[src/rtl/acl_spi_responder_if.sv]
// SPI pin bundle between an ADXL362-style master and the acl_spi_responder slave.
// miso_oe qualifies miso for an external pad tristate.
interface acl_spi_responder_if;
  logic sclk;
  logic mosi;
  logic cs_n;
  logic miso;
  logic miso_oe;

  modport master (output sclk, output mosi, output cs_n, input miso, input miso_oe);
  modport slave  (input sclk, input mosi, input cs_n, output miso, output miso_oe);
endinterface

[src/rtl/acl_spi_responder.sv]
// ADXL362 register-interface emulator: oversampled mode-0 SPI slave with read/write/burst.
// Optional macro ACL_RESP_SNAPSHOT_EN serves data reads from x/y/z shadows taken at cs_n fall.
module acl_spi_responder #(
  parameter int unsigned SYNC_STAGES = 2,
  parameter logic [7:0]  PARTID      = 8'hF2
) (
  input  logic                      ClkPort,
  input  logic                      Reset_n,
  acl_spi_responder_if.slave        spi,
  input  logic [11:0]               x_data,
  input  logic [11:0]               y_data,
  input  logic [11:0]               z_data,
  input  logic                      sample_valid,
  output logic                      meas_en,
  output logic                      cmd_err
);

  typedef enum logic [2:0] {StIdle, StCmd, StAddr, StRdata, StWdata, StIgnore} state_e;
  localparam int unsigned NumWr = 15;

  function automatic logic [7:0] wreg_default(input int unsigned idx);
    return (idx == 12) ? 8'h13 : 8'h00;
  endfunction

  // Front end: synchronizers plus one registered edge-detect stage.
  logic [SYNC_STAGES-1:0] sclk_sync_q, mosi_sync_q, cs_sync_q;
  logic sclk_s, cs_s;
  logic sclk_d_q, cs_d_q, rise_q, fall_q, cs_fall_q, cs_hi_q, mosi_q;

  assign sclk_s = sclk_sync_q[SYNC_STAGES-1];
  assign cs_s   = cs_sync_q[SYNC_STAGES-1];

  // cs chain resets low so a cs_n held low across reset never looks like a new falling edge.
  always_ff @(posedge ClkPort or negedge Reset_n) begin
    if (!Reset_n) begin
      sclk_sync_q <= '0;
      mosi_sync_q <= '0;
      cs_sync_q   <= '0;
      sclk_d_q    <= 1'b0;
      cs_d_q      <= 1'b0;
      rise_q      <= 1'b0;
      fall_q      <= 1'b0;
      cs_fall_q   <= 1'b0;
      cs_hi_q     <= 1'b0;
      mosi_q      <= 1'b0;
    end else begin
      sclk_sync_q <= {sclk_sync_q[SYNC_STAGES-2:0], spi.sclk};
      mosi_sync_q <= {mosi_sync_q[SYNC_STAGES-2:0], spi.mosi};
      cs_sync_q   <= {cs_sync_q[SYNC_STAGES-2:0], spi.cs_n};
      sclk_d_q    <= sclk_s;
      cs_d_q      <= cs_s;
      rise_q      <= sclk_s & ~sclk_d_q;
      fall_q      <= ~sclk_s & sclk_d_q;
      cs_fall_q   <= ~cs_s & cs_d_q;
      cs_hi_q     <= cs_s;
      mosi_q      <= mosi_sync_q[SYNC_STAGES-1];
    end
  end

  state_e      state_q, state_d;
  logic [2:0]  bit_cnt_q, bit_cnt_d;
  logic [6:0]  shift_q, shift_d;
  logic [5:0]  ptr_q, ptr_d;
  logic        addr_bad_q, addr_bad_d;
  logic        is_read_q, is_read_d;
  logic        load_pend_q, load_pend_d;
  logic [7:0]  out_q, out_d;
  logic        cmd_err_q, cmd_err_d;
  logic        data_ready_q, data_ready_d;
  logic [7:0]  wreg_q [NumWr];
  logic [7:0]  wreg_d [NumWr];
  logic [11:0] x_q, y_q, z_q;
  logic [11:0] x_rd, y_rd, z_rd;
  logic [7:0]  byte_in, rd_byte;
  logic        byte_done, data_addr, wr_in_range, dr_clr;

`ifdef ACL_RESP_SNAPSHOT_EN
  logic [11:0] x_snap_q, y_snap_q, z_snap_q;

  always_ff @(posedge ClkPort or negedge Reset_n) begin
    if (!Reset_n) begin
      x_snap_q <= '0;
      y_snap_q <= '0;
      z_snap_q <= '0;
    end else if (cs_fall_q) begin
      x_snap_q <= x_q;
      y_snap_q <= y_q;
      z_snap_q <= z_q;
    end
  end

  assign x_rd = x_snap_q;
  assign y_rd = y_snap_q;
  assign z_rd = z_snap_q;
`else
  assign x_rd = x_q;
  assign y_rd = y_q;
  assign z_rd = z_q;
`endif

  assign meas_en     = (wreg_q[13][1:0] == 2'b10);
  assign cmd_err     = cmd_err_q;
  assign spi.miso    = (state_q == StRdata) & out_q[7];
  assign spi.miso_oe = (state_q == StRdata);
  assign byte_in     = {shift_q, mosi_q};
  assign byte_done   = rise_q && (bit_cnt_q == 3'd7);
  assign wr_in_range = (ptr_q[5:4] == 2'b10) && (ptr_q[3:0] != 4'hF);

  // Register map as seen by the pointer.
  always_comb begin
    rd_byte   = 8'h00;
    data_addr = ((ptr_q >= 6'h08) && (ptr_q <= 6'h0A)) || ((ptr_q >= 6'h0E) && (ptr_q <= 6'h13));
    case (ptr_q)
      6'h00:   rd_byte = 8'hAD;
      6'h01:   rd_byte = 8'h1D;
      6'h02:   rd_byte = PARTID;
      6'h03:   rd_byte = 8'h01;
      6'h08:   rd_byte = x_rd[11:4];
      6'h09:   rd_byte = y_rd[11:4];
      6'h0A:   rd_byte = z_rd[11:4];
      6'h0B:   rd_byte = {7'b0, data_ready_q};
      6'h0E:   rd_byte = x_rd[7:0];
      6'h0F:   rd_byte = {{4{x_rd[11]}}, x_rd[11:8]};
      6'h10:   rd_byte = y_rd[7:0];
      6'h11:   rd_byte = {{4{y_rd[11]}}, y_rd[11:8]};
      6'h12:   rd_byte = z_rd[7:0];
      6'h13:   rd_byte = {{4{z_rd[11]}}, z_rd[11:8]};
      default: if (wr_in_range) rd_byte = wreg_q[ptr_q[3:0]];
    endcase
    if (data_addr && !meas_en) rd_byte = 8'h00;
    if (addr_bad_q)            rd_byte = 8'h00;
  end

  always_comb begin
    state_d     = state_q;
    bit_cnt_d   = bit_cnt_q;
    shift_d     = shift_q;
    ptr_d       = ptr_q;
    addr_bad_d  = addr_bad_q;
    is_read_d   = is_read_q;
    load_pend_d = load_pend_q;
    out_d       = out_q;
    cmd_err_d   = 1'b0;
    wreg_d      = wreg_q;
    dr_clr      = 1'b0;

    if (cs_hi_q) begin
      state_d     = StIdle;
      bit_cnt_d   = 3'd0;
      load_pend_d = 1'b0;
    end else if (cs_fall_q) begin
      state_d     = StCmd;
      bit_cnt_d   = 3'd0;
      load_pend_d = 1'b0;
      out_d       = 8'h00;
    end else if (state_q != StIdle) begin
      if (rise_q) begin
        shift_d   = byte_in[6:0];
        bit_cnt_d = bit_cnt_q + 3'd1;
      end
      if (byte_done) begin
        case (state_q)
          StCmd: begin
            if (byte_in == 8'h0B) begin
              is_read_d = 1'b1;
              state_d   = StAddr;
            end else if (byte_in == 8'h0A) begin
              is_read_d = 1'b0;
              state_d   = StAddr;
            end else begin
              cmd_err_d = 1'b1;
              state_d   = StIgnore;
            end
          end
          StAddr: begin
            ptr_d       = byte_in[5:0];
            addr_bad_d  = |byte_in[7:6];
            state_d     = is_read_q ? StRdata : StWdata;
            load_pend_d = is_read_q;
          end
          StWdata: begin
            if (!addr_bad_q) begin
              if (wr_in_range) begin
                wreg_d[ptr_q[3:0]] = byte_in;
              end else if ((ptr_q == 6'h1F) && (byte_in == 8'h52)) begin
                for (int unsigned i = 0; i < NumWr; i++) wreg_d[i] = wreg_default(i);
              end
            end
            ptr_d = ptr_q + 6'd1;
          end
          StRdata: load_pend_d = 1'b1;
          default: ;
        endcase
      end
      // First falling edge after a byte boundary loads the next byte; the rest shift it out.
      if (fall_q && (state_q == StRdata)) begin
        if (load_pend_q) begin
          out_d       = rd_byte;
          ptr_d       = ptr_q + 6'd1;
          load_pend_d = 1'b0;
          dr_clr      = data_addr && !addr_bad_q;
        end else begin
          out_d = {out_q[6:0], 1'b0};
        end
      end
    end

    data_ready_d = data_ready_q;
    if (dr_clr)                  data_ready_d = 1'b0;
    if (sample_valid && meas_en) data_ready_d = 1'b1;
  end

  always_ff @(posedge ClkPort or negedge Reset_n) begin
    if (!Reset_n) begin
      state_q      <= StIdle;
      bit_cnt_q    <= 3'd0;
      shift_q      <= '0;
      ptr_q        <= '0;
      addr_bad_q   <= 1'b0;
      is_read_q    <= 1'b0;
      load_pend_q  <= 1'b0;
      out_q        <= 8'h00;
      cmd_err_q    <= 1'b0;
      data_ready_q <= 1'b0;
      for (int unsigned i = 0; i < NumWr; i++) wreg_q[i] <= wreg_default(i);
    end else begin
      state_q      <= state_d;
      bit_cnt_q    <= bit_cnt_d;
      shift_q      <= shift_d;
      ptr_q        <= ptr_d;
      addr_bad_q   <= addr_bad_d;
      is_read_q    <= is_read_d;
      load_pend_q  <= load_pend_d;
      out_q        <= out_d;
      cmd_err_q    <= cmd_err_d;
      data_ready_q <= data_ready_d;
      wreg_q       <= wreg_d;
    end
  end

  always_ff @(posedge ClkPort or negedge Reset_n) begin
    if (!Reset_n) begin
      x_q <= '0;
      y_q <= '0;
      z_q <= '0;
    end else if (sample_valid) begin
      x_q <= x_data;
      y_q <= y_data;
      z_q <= z_data;
    end
  end

endmodule

[src/flat_wrapper.sv]
// flat-port wrapper written by rule: the top's interface ports become plain ports
module acl_spi_responder_flat 
#(
  parameter int unsigned SYNC_STAGES = 2,
  parameter logic [7:0]  PARTID      = 8'hF2
)
  (ClkPort, Reset_n, x_data, y_data, z_data, sample_valid, meas_en, cmd_err, spi_sclk, spi_mosi, spi_cs_n, spi_miso, spi_miso_oe);
  acl_spi_responder_if spi_i ();
  input  logic ClkPort;
  input  logic Reset_n;
  input  logic [11:0] x_data;
  input  logic [11:0] y_data;
  input  logic [11:0] z_data;
  input  logic sample_valid;
  output logic meas_en;
  output logic cmd_err;
  input wire logic [$bits(spi_i.sclk)-1:0] spi_sclk;
  input wire logic [$bits(spi_i.mosi)-1:0] spi_mosi;
  input wire logic [$bits(spi_i.cs_n)-1:0] spi_cs_n;
  output wire logic [$bits(spi_i.miso)-1:0] spi_miso;
  output wire logic [$bits(spi_i.miso_oe)-1:0] spi_miso_oe;
  assign spi_i.sclk = spi_sclk;
  assign spi_i.mosi = spi_mosi;
  assign spi_i.cs_n = spi_cs_n;
  assign spi_miso = spi_i.miso;
  assign spi_miso_oe = spi_i.miso_oe;
  acl_spi_responder #(.SYNC_STAGES(SYNC_STAGES), .PARTID(PARTID)) u_core (.ClkPort(ClkPort), .Reset_n(Reset_n), .spi(spi_i), .x_data(x_data), .y_data(y_data), .z_data(z_data), .sample_valid(sample_valid), .meas_en(meas_en), .cmd_err(cmd_err));
endmodule
[config.mk]
export PLATFORM = sky130hd
export DESIGN_NAME = acl_spi_responder_flat
export DESIGN_NICKNAME = d
export VERILOG_FILES = /design/src/rtl/acl_spi_responder_if.sv /design/src/rtl/acl_spi_responder.sv /design/src/flat_wrapper.sv
export SDC_FILE = /design/constraint.sdc
export NUM_CORES = 1
export LEC_CHECK = 0
export ABC_CLOCK_PERIOD_IN_PS = 3800
export CAP_MARGIN = 20
export CELL_PAD_IN_SITES_DETAIL_PLACEMENT = 1
export CELL_PAD_IN_SITES_GLOBAL_PLACEMENT = 2
export CORE_MARGIN = 2
export CORE_UTILIZATION = 25
export DETAILED_ROUTE_END_ITERATION = 7
export GPL_TIMING_DRIVEN = 0
export PLACE_DENSITY_LB_ADDON = 0.1
export SLEW_MARGIN = 10
export SYNTH_ARGS = -nofsm -noshare
export SYNTH_HDL_FRONTEND = slang
export SYNTH_SLANG_ARGS = --single-unit
[constraint.sdc]
create_clock -name ClkPort -period 3.8 [get_ports ClkPort]
set_clock_uncertainty 0.2 [all_clocks]
set_input_delay 0.57 -clock ClkPort [delete_from_list [all_inputs] [get_ports ClkPort]]
set_output_delay 0.57 -clock ClkPort [all_outputs]
set_load 0.01 [all_outputs]
==> key figures, run 1 <==
Outcome
  – Status: finished clean

Worst setup path
  – CP peak stage delay: 0.54 ns
  – CP Class: register to register
  – Data required time of the critical path: 3.91 ns
  – Crit-path cells: buf_2, clkdlybuf4s15_2, buf_2, mux4_2, mux2i_1, nor2_1, nor3_1, o21ai_0
  – R2r setup slk: 0.22 ns
  – Slowest CP cell: clkdlybuf4s15_2
  – Startpoint Class: register
  – Most used cell, CP: buf_2
  – Crit-path max FO: 10
  – Crit path arrival time: 3.69 ns
  – Reg2reg start: u_core.ptr_q[1]$_DFFE_PN0P_
  – Capturing point of the worst reg2reg path: u_core.out_q[2]$_DFFE_PN0P_
  – Worst Reg-to-Reg Cells: 8
  – Crit path capture type: register

Logic synthesis
  – Register area share after synthesis: 0.5335
  – Synth top area cells: dfrtp_1 53%, nand2_1 7.9%, o21ai_0 7.3%
  – Synth top area share: 0.5251
  – Async SR Flop Fraction: 1.000
  – Syn. warnings: 0
  – EDFF count, synth: 0
  – Mapped Area: 9388 um^2
  – Prevailing post-synth register cell: dfrtp_1
  – Synth area leader: dfrtp_1
  – Number of synthesized register bits: 200
  – Syn Nets: 962
  – Post-synth cell types: 64
  – Cells after Synth: 914
  – Mean area per synthesized cell: 10.27 um^2

Place
  – Port bufs: 44
  – Cells after DPL: 1,430
  – Routability Congestion: 0.7777
  – Post-DP HPWL: 24,530 um

Clock tree
  – Post-CTS Repair Setup Buffers: 0
  – Root Driver: clkbuf_16
  – CTS HTree Levels: 4
  – CTS Buffer Depth: 2
  – Clock latency at the later pin of the worst-skew pair: 0.46 ns
  – Total CTS buffers: 17
  – CTS tree: done
  – CTS sink count: 200
  – Worst-path clk slew: 0.08 ns

Timing
  – Final setup TNS: 0 ns
  – Worst slew pin tran: 0.9821 ns
  – Crit share post-route: 0.9412
  – Fin. max-slew vios: 0
  – Rel. slew slack: 0.3453
  – Final setup fails: 0
  – Minimum clock period: 3.576 ns
  – Unrepaired setup endpoints after global routing: false
  – Max Clk Rate: 0.2796 GHz
  – Hold Violations, Final: 0

Final layout
  – Most frequent cells in the layout: 198 x nand2_1, 197 x dfrtp_1, 136 x o21ai_0
  – Ratio of cells with drive above 1 in the final layout: 0.1521
  – Final Util: 0.3024
  – Fin cells: 1,461
  – # nets final: 1,029
  – Most common cell after layout, fill and taps aside: nand2_1
  – Area growth syn-to-layout: 18.50%
  – Ant. Diodes: 0

Floorplanning
  – Area of the core: 36,790 um^2
  – I/O pin total: 46
  – Die height: 197.8 um
  – Die Footprint: 39,120 um^2
  – FP Rows: 70
  – Die Width: 197.8 um
  – Initial Util: 0.2552

Drt
  – Routed Antenna Nets: 0
  – Post-route DRC: 0
  – DR WL/cell: 23.96 um
  – Via density per instance: 5.079
  – Drt first pass iters: 5
  – DRT Wirelength: 35,010 um
  – Vias: 7,420
  – Initial DRC count: 451

GRT
  – Largest net degree at the start of global routing: 99
  – GRT Total Usage: 0.1882
  – First-pass GRT wire length: 53,340 um
  – Antenna violations before repair: 0
  – Vias in the first global route: 7,916
  – Grt total ovfl: 0

Power and ir drop
  – Sw Ratio: 0.2702
  – Max IR drop VDD: 0.2630 mV
  – Power share of the sequential group: 0.502
  – Cell Int Power: 3.233 mW
  – Comb power frac: 0.081
  – P_leak: 4.505 nW
  – Clk pwr share: 0.417
  – P per Cell Area: 398.2 nW/um^2
  – NetSw: 1.197 mW
  – Total power draw: 4.430 mW

Min path
  – Hold endpoint: u_core.mosi_sync_q[1]$_DFF_PN0_
  – Hold Path Class: register to register
  – HP Start: u_core.mosi_sync_q[0]$_DFF_PN0_
  – Hold path depth: 0

Flow run
  – Max Cap Viol: 0
## critical path: cells and delay by family, from the launching register on
| kind | cells | cell delay (ns) |
|---|---|---|
| buf+inv | 3 | 1.44 |
| simple gates | 2 | 0.46 |
| flops | 1 | 0.51 |
| compound gates | 1 | 0.12 |
| mux | 2 | 0.68 |
## Yosys cell counts (all sizes together) (9+ instances only)
| master | n |
|---|---|
| a21oi | 18 |
| a22oi | 16 |
| buf | 11 |
| clkbuf | 37 |
| dfrtp | 197 |
| mux2 | 54 |
| mux2i | 10 |
| mux4 | 22 |
| nand2 | 207 |
| nand3 | 25 |
| nor2 | 40 |
| nor2b | 9 |
| nor3 | 14 |
| o21ai | 144 |
## how the worst max path moves through the flow
stage | from | end | slack, ns | cells after the start
6_report | u_core.ptr_q[1]$_DFFE_PN0P_ | u_core.out_q[2]$_DFFE_PN0P_ | 0.22 | 8
5_1_grt | u_core.ptr_q[1]$_DFFE_PN0P_ | u_core.out_q[2]$_DFFE_PN0P_ | 0.04 | 8
4_1_cts | u_core.ptr_q[0]$_DFFE_PN0P_ | u_core.out_q[5]$_DFFE_PN0P_ | 0.06 | 11
3_5_place_dp | u_core.ptr_q[0]$_DFFE_PN0P_ | u_core.out_q[5]$_DFFE_PN0P_ | -0.94 | 11
3_3_place_gp | Reset_n | u_core.wreg_q[74]$_DFFE_PN0P_ | -7.36 | 1
2_1_floorplan | u_core.ptr_q[0]$_DFFE_PN0P_ | u_core.out_q[7]$_DFFE_PN0P_ | 0.73 | 10
## power by group through the flow
| stage | Combinational [mW] | Clock [mW] | Sequential [mW] |
|---|---|---|---|
| floorplan | 0.185 | 0 | 2.25 |
| global placement | 0.353 | 0 | 2.27 |
| detailed placement | 0.363 | 0 | 2.27 |
| CTS | 0.367 | 1.92 | 2.23 |
| global route | 0.399 | 1.99 | 2.23 |
| finish | 0.360 | 1.85 | 2.22 |
## what timing repair did
item	in CTS	in global routing
hold endpoints to repair	48	0
endpoints found under the setup margin	80	17
hold buffers	1	0
resized for setup	10	10
## through the flow
| step | hold WS [ns] | setup WS [ns] | cell area [um^2] |
|---|---|---|---|
| floorplan | 0.07441 | 0.7281 | 9388 |
| global placement | 0.1357 | -7.360 | 10410 |
| detailed placement | 0.1356 | -0.9431 | 10490 |
| CTS | 0.1492 | 0.05841 | 11100 |
| global route | 0.1602 | 0.03542 | 11120 |
| finish | 0.1496 | 0.2236 | 11120 |
## per-layer routing
layer  share of wire  track usage
met2            0.48       0.3087
met3           0.029      0.03032
met1            0.48       0.2607
met5               0            0
met4          0.0098      0.04233
## kinds of logic (layout without fill, tap and decap cells)
family / after synthesis / after routing / synth area share
simple gates: 337 / 337 / 0.1610
compound gates: 228 / 228 / 0.1442
flops: 200 / 200 / 0.5335
mux: 86 / 86 / 0.1282
buf+inv: 55 / 134 / 0.02319
fa+ha+maj: 6 / 6 / 0.007997
xor+xnor: 2 / 2 / 0.001866
## layout make-up
class	instances	area, um^2
Fill cell	4164	25660
Sequential cell	200	5009
Multi-Input combinational cell	659	4198
Tap cell	468	585.6
Timing Repair Buffer	49	523.0
Clock buffer	17	425.4
Buffer	47	212.7
Clock inverter	14	143.9
Inverter	7	27.53
## state kept, by name, summed over array words and instances, names as in the netlist, 2 cells and up
register	count
u_core.bit_cnt_q	3
u_core.z_q	12
u_core.x_q	12
u_core.out_q	8
u_core.mosi_sync_q	2
u_core.wreg_q	120
u_core.y_q	12
u_core.cs_sync_q	2
u_core.sclk_sync_q	2
u_core.ptr_q	6
u_core.state_q	3
u_core.shift_q	7
(Power assumes the default switching activity.)
==> inputs of run 2 (changes only) <==
CORE_ASPECT_RATIO = 0.9   (was unset)
==> key figures, run 2 (synthesis gave the netlist of run 1 again) <==
Outcome
  – Status: finished clean

GRT
  – Grt total ovfl: 0
  – Antenna violations before repair: 0
  – Vias in the first global route: 7,886
  – GRT Total Usage: 0.1886
  – First-pass GRT wire length: 54,330 um
  – Largest net degree at the start of global routing: 96

Final layout
  – Largest Register: u_core.wreg_q
  – Most common cell after layout, fill and taps aside: nand2_1
  – Most frequent cells in the layout: 198 x nand2_1, 197 x dfrtp_1, 136 x o21ai_0
  – Ratio of cells with drive above 1 in the final layout: 0.1477
  – Max FFs per register: 120
  – Fillers: 4,224
  – Ant. Diodes: 0
  – Area growth syn-to-layout: 18.94%
  – # nets final: 1,030

Clock tree
  – Root Driver: clkbuf_16
  – Clock latency at the later pin of the worst-skew pair: 0.46 ns
  – CTS Buffer Depth: 2
  – CTS HTree Levels: 4
  – Worst-path clk slew: 0.07 ns
  – CTS tree: done
  – Total CTS buffers: 17
  – CTS sink count: 200

Timing
  – Hold slack final: 0.1494 ns
  – Crit share post-route: 0.9691
  – Rel. slew slack: 0.3853
  – Max Clk Rate: 0.2715 GHz
  – Worst slew pin tran: 0.9159 ns
  – Minimum clock period: 3.683 ns
  – Final setup fails: 0
  – Unrepaired setup endpoints after global routing: false
  – Fin. max-slew vios: 0
  – Hold Violations, Final: 0

Power and ir drop
  – Sw Ratio: 0.2578
  – Power share of the sequential group: 0.492
  – Total power draw: 4.525 mW
  – Clk pwr share: 0.428
  – P per Cell Area: 405.3 nW/um^2
  – Cell Int Power: 3.359 mW
  – Comb power frac: 0.080
  – NetSw: 1.166 mW
  – P_leak: 4.512 nW
  – Max IR drop VDD: 0.2356 mV

Drt
  – Post-route DRC: 0
  – Initial DRC count: 416
  – Vias: 7,354
  – Via density per instance: 4.976
  – Routed Antenna Nets: 0
  – DRT Wirelength: 35,200 um
  – Drt first pass iters: 4
  – DR WL/cell: 23.81 um

Floorplanning
  – Die Width: 208.3 um
  – FP Rows: 67
  – Area of the core: 37,140 um^2
  – Initial Util: 0.2528
  – Die height: 187.8 um
  – I/O pin total: 46
  – Die Footprint: 39,120 um^2

Worst setup path
  – Crit path capture type: register
  – Crit path arrival time: 3.82 ns
  – Crit-path max FO: 10
  – Data required time of the critical path: 3.93 ns
  – CP Class: register to register
  – Startpoint Class: register

Place
  – Port bufs: 44
  – Post-DP HPWL: 24,920 um
  – Routability Congestion: 0.7688

Flow run
  – Max Cap Viol: 0

Min path
  – Hold Path Class: register to register
-- run 2: cell count changes in the layout (fill, tap and decap cells not counted), sizes merged --
cell	change
buf	-1
clkinvlp	+2
inv	-1
clkbuf	+4
bufinv	+2
clkinv	-4
-- run 2: cell type report --
cell class | count | area (um^2) | share of cell area
Clock buffer | 19 | 432.9 | 0.03877
Tap cell | 483 | 604.3 | 0.05412
Inverter | 7 | 27.53 | 0.002465
Multi-Input combinational cell | 659 | 4185 | 0.3748
Buffer | 47 | 209.0 | 0.01871
Sequential cell | 200 | 5009 | 0.4486
Clock inverter | 13 | 167.7 | 0.01502
Timing Repair Buffer | 50 | 530.5 | 0.04751
-- run 2: final timing paths --
path | slack (ns) | cells past startpoint | end | start
max in group asynchronous | 2.22 | 3 | u_core.wreg_q[110]$_DFFE_PN0P_ | Reset_n
hold / removal | 0.15 | 0 | u_core.sclk_sync_q[1]$_DFF_PN0_ | u_core.sclk_sync_q[0]$_DFF_PN0_
setup / recovery | 0.12 | 8 | u_core.out_q[3]$_DFFE_PN0P_ | u_core.ptr_q[1]$_DFFE_PN0P_
min in group asynchronous | 0.36 | 2 | u_core.state_q[2]$_DFFE_PN0P_ | Reset_n
hold reg to reg | 0.15 | 0 | u_core.sclk_sync_q[1]$_DFF_PN0_ | u_core.sclk_sync_q[0]$_DFF_PN0_
setup reg to reg | 0.12 | 8 | u_core.out_q[3]$_DFFE_PN0P_ | u_core.ptr_q[1]$_DFFE_PN0P_
-- run 2: critical path: stages, from the launching register on --
cell and delay (ns):
dfrtp_1 0.53, buf_2 0.41, clkdlybuf4s15_2 0.52, buf_2 0.53, mux4_2 0.44, a22oi_1 0.37
a21oi_1 0.16, nor2_1 0.27, o21ai_0 0.11
-- run 2: through the flow --
stage / utilization / std cells / area [um^2] / setup slack [ns] / setup TNS (ns)
finish: 0.3007 / 1478 / 11170 / 0.1174 / 0
global route: 0.3007 / 1478 / 11170 / 0.02306 / 0
floorplan: - / 914 / 9388 / 0.7281 / 0
global placement: 0.2809 / 1441 / 10430 / -7.483 / -1516.50
CTS: 0.3003 / 1478 / 11150 / 0.01428 / 0
detailed placement: 0.2831 / 1445 / 10510 / -0.8092 / -17.31
-- run 2: per-layer routing --
| layer | vias up | routed length [um] | global-route usage |
|---|---|---|---|
| met1 | 3834 | 17410 | 0.2686 |
| met3 | 20 | 1143 | 0.03617 |
| met2 | 93 | 16280 | 0.2987 |
| met5 | - | 0 | 0 |
| met4 | 0 | 359 | 0.03708 |
| li1 | 3407 | - | - |
-- run 2: what timing repair did --
action,4_1_cts,5_1_grt
pin swaps,0,0
hold buffers,1,0
hold endpoints to repair,29,0
endpoints found under the setup margin,65,26
resized for setup,9,6
setup buffers,0,0
-- run 2: power groups by stage --
stage	Combinational [mW]	Sequential [mW]	Clock [mW]
2_1_floorplan	0.185	2.25	0
3_3_place_gp	0.355	2.27	0
3_5_place_dp	0.367	2.27	0
4_1_cts	0.370	2.23	2.02
5_1_grt	0.404	2.23	2.10
6_report	0.362	2.22	1.94
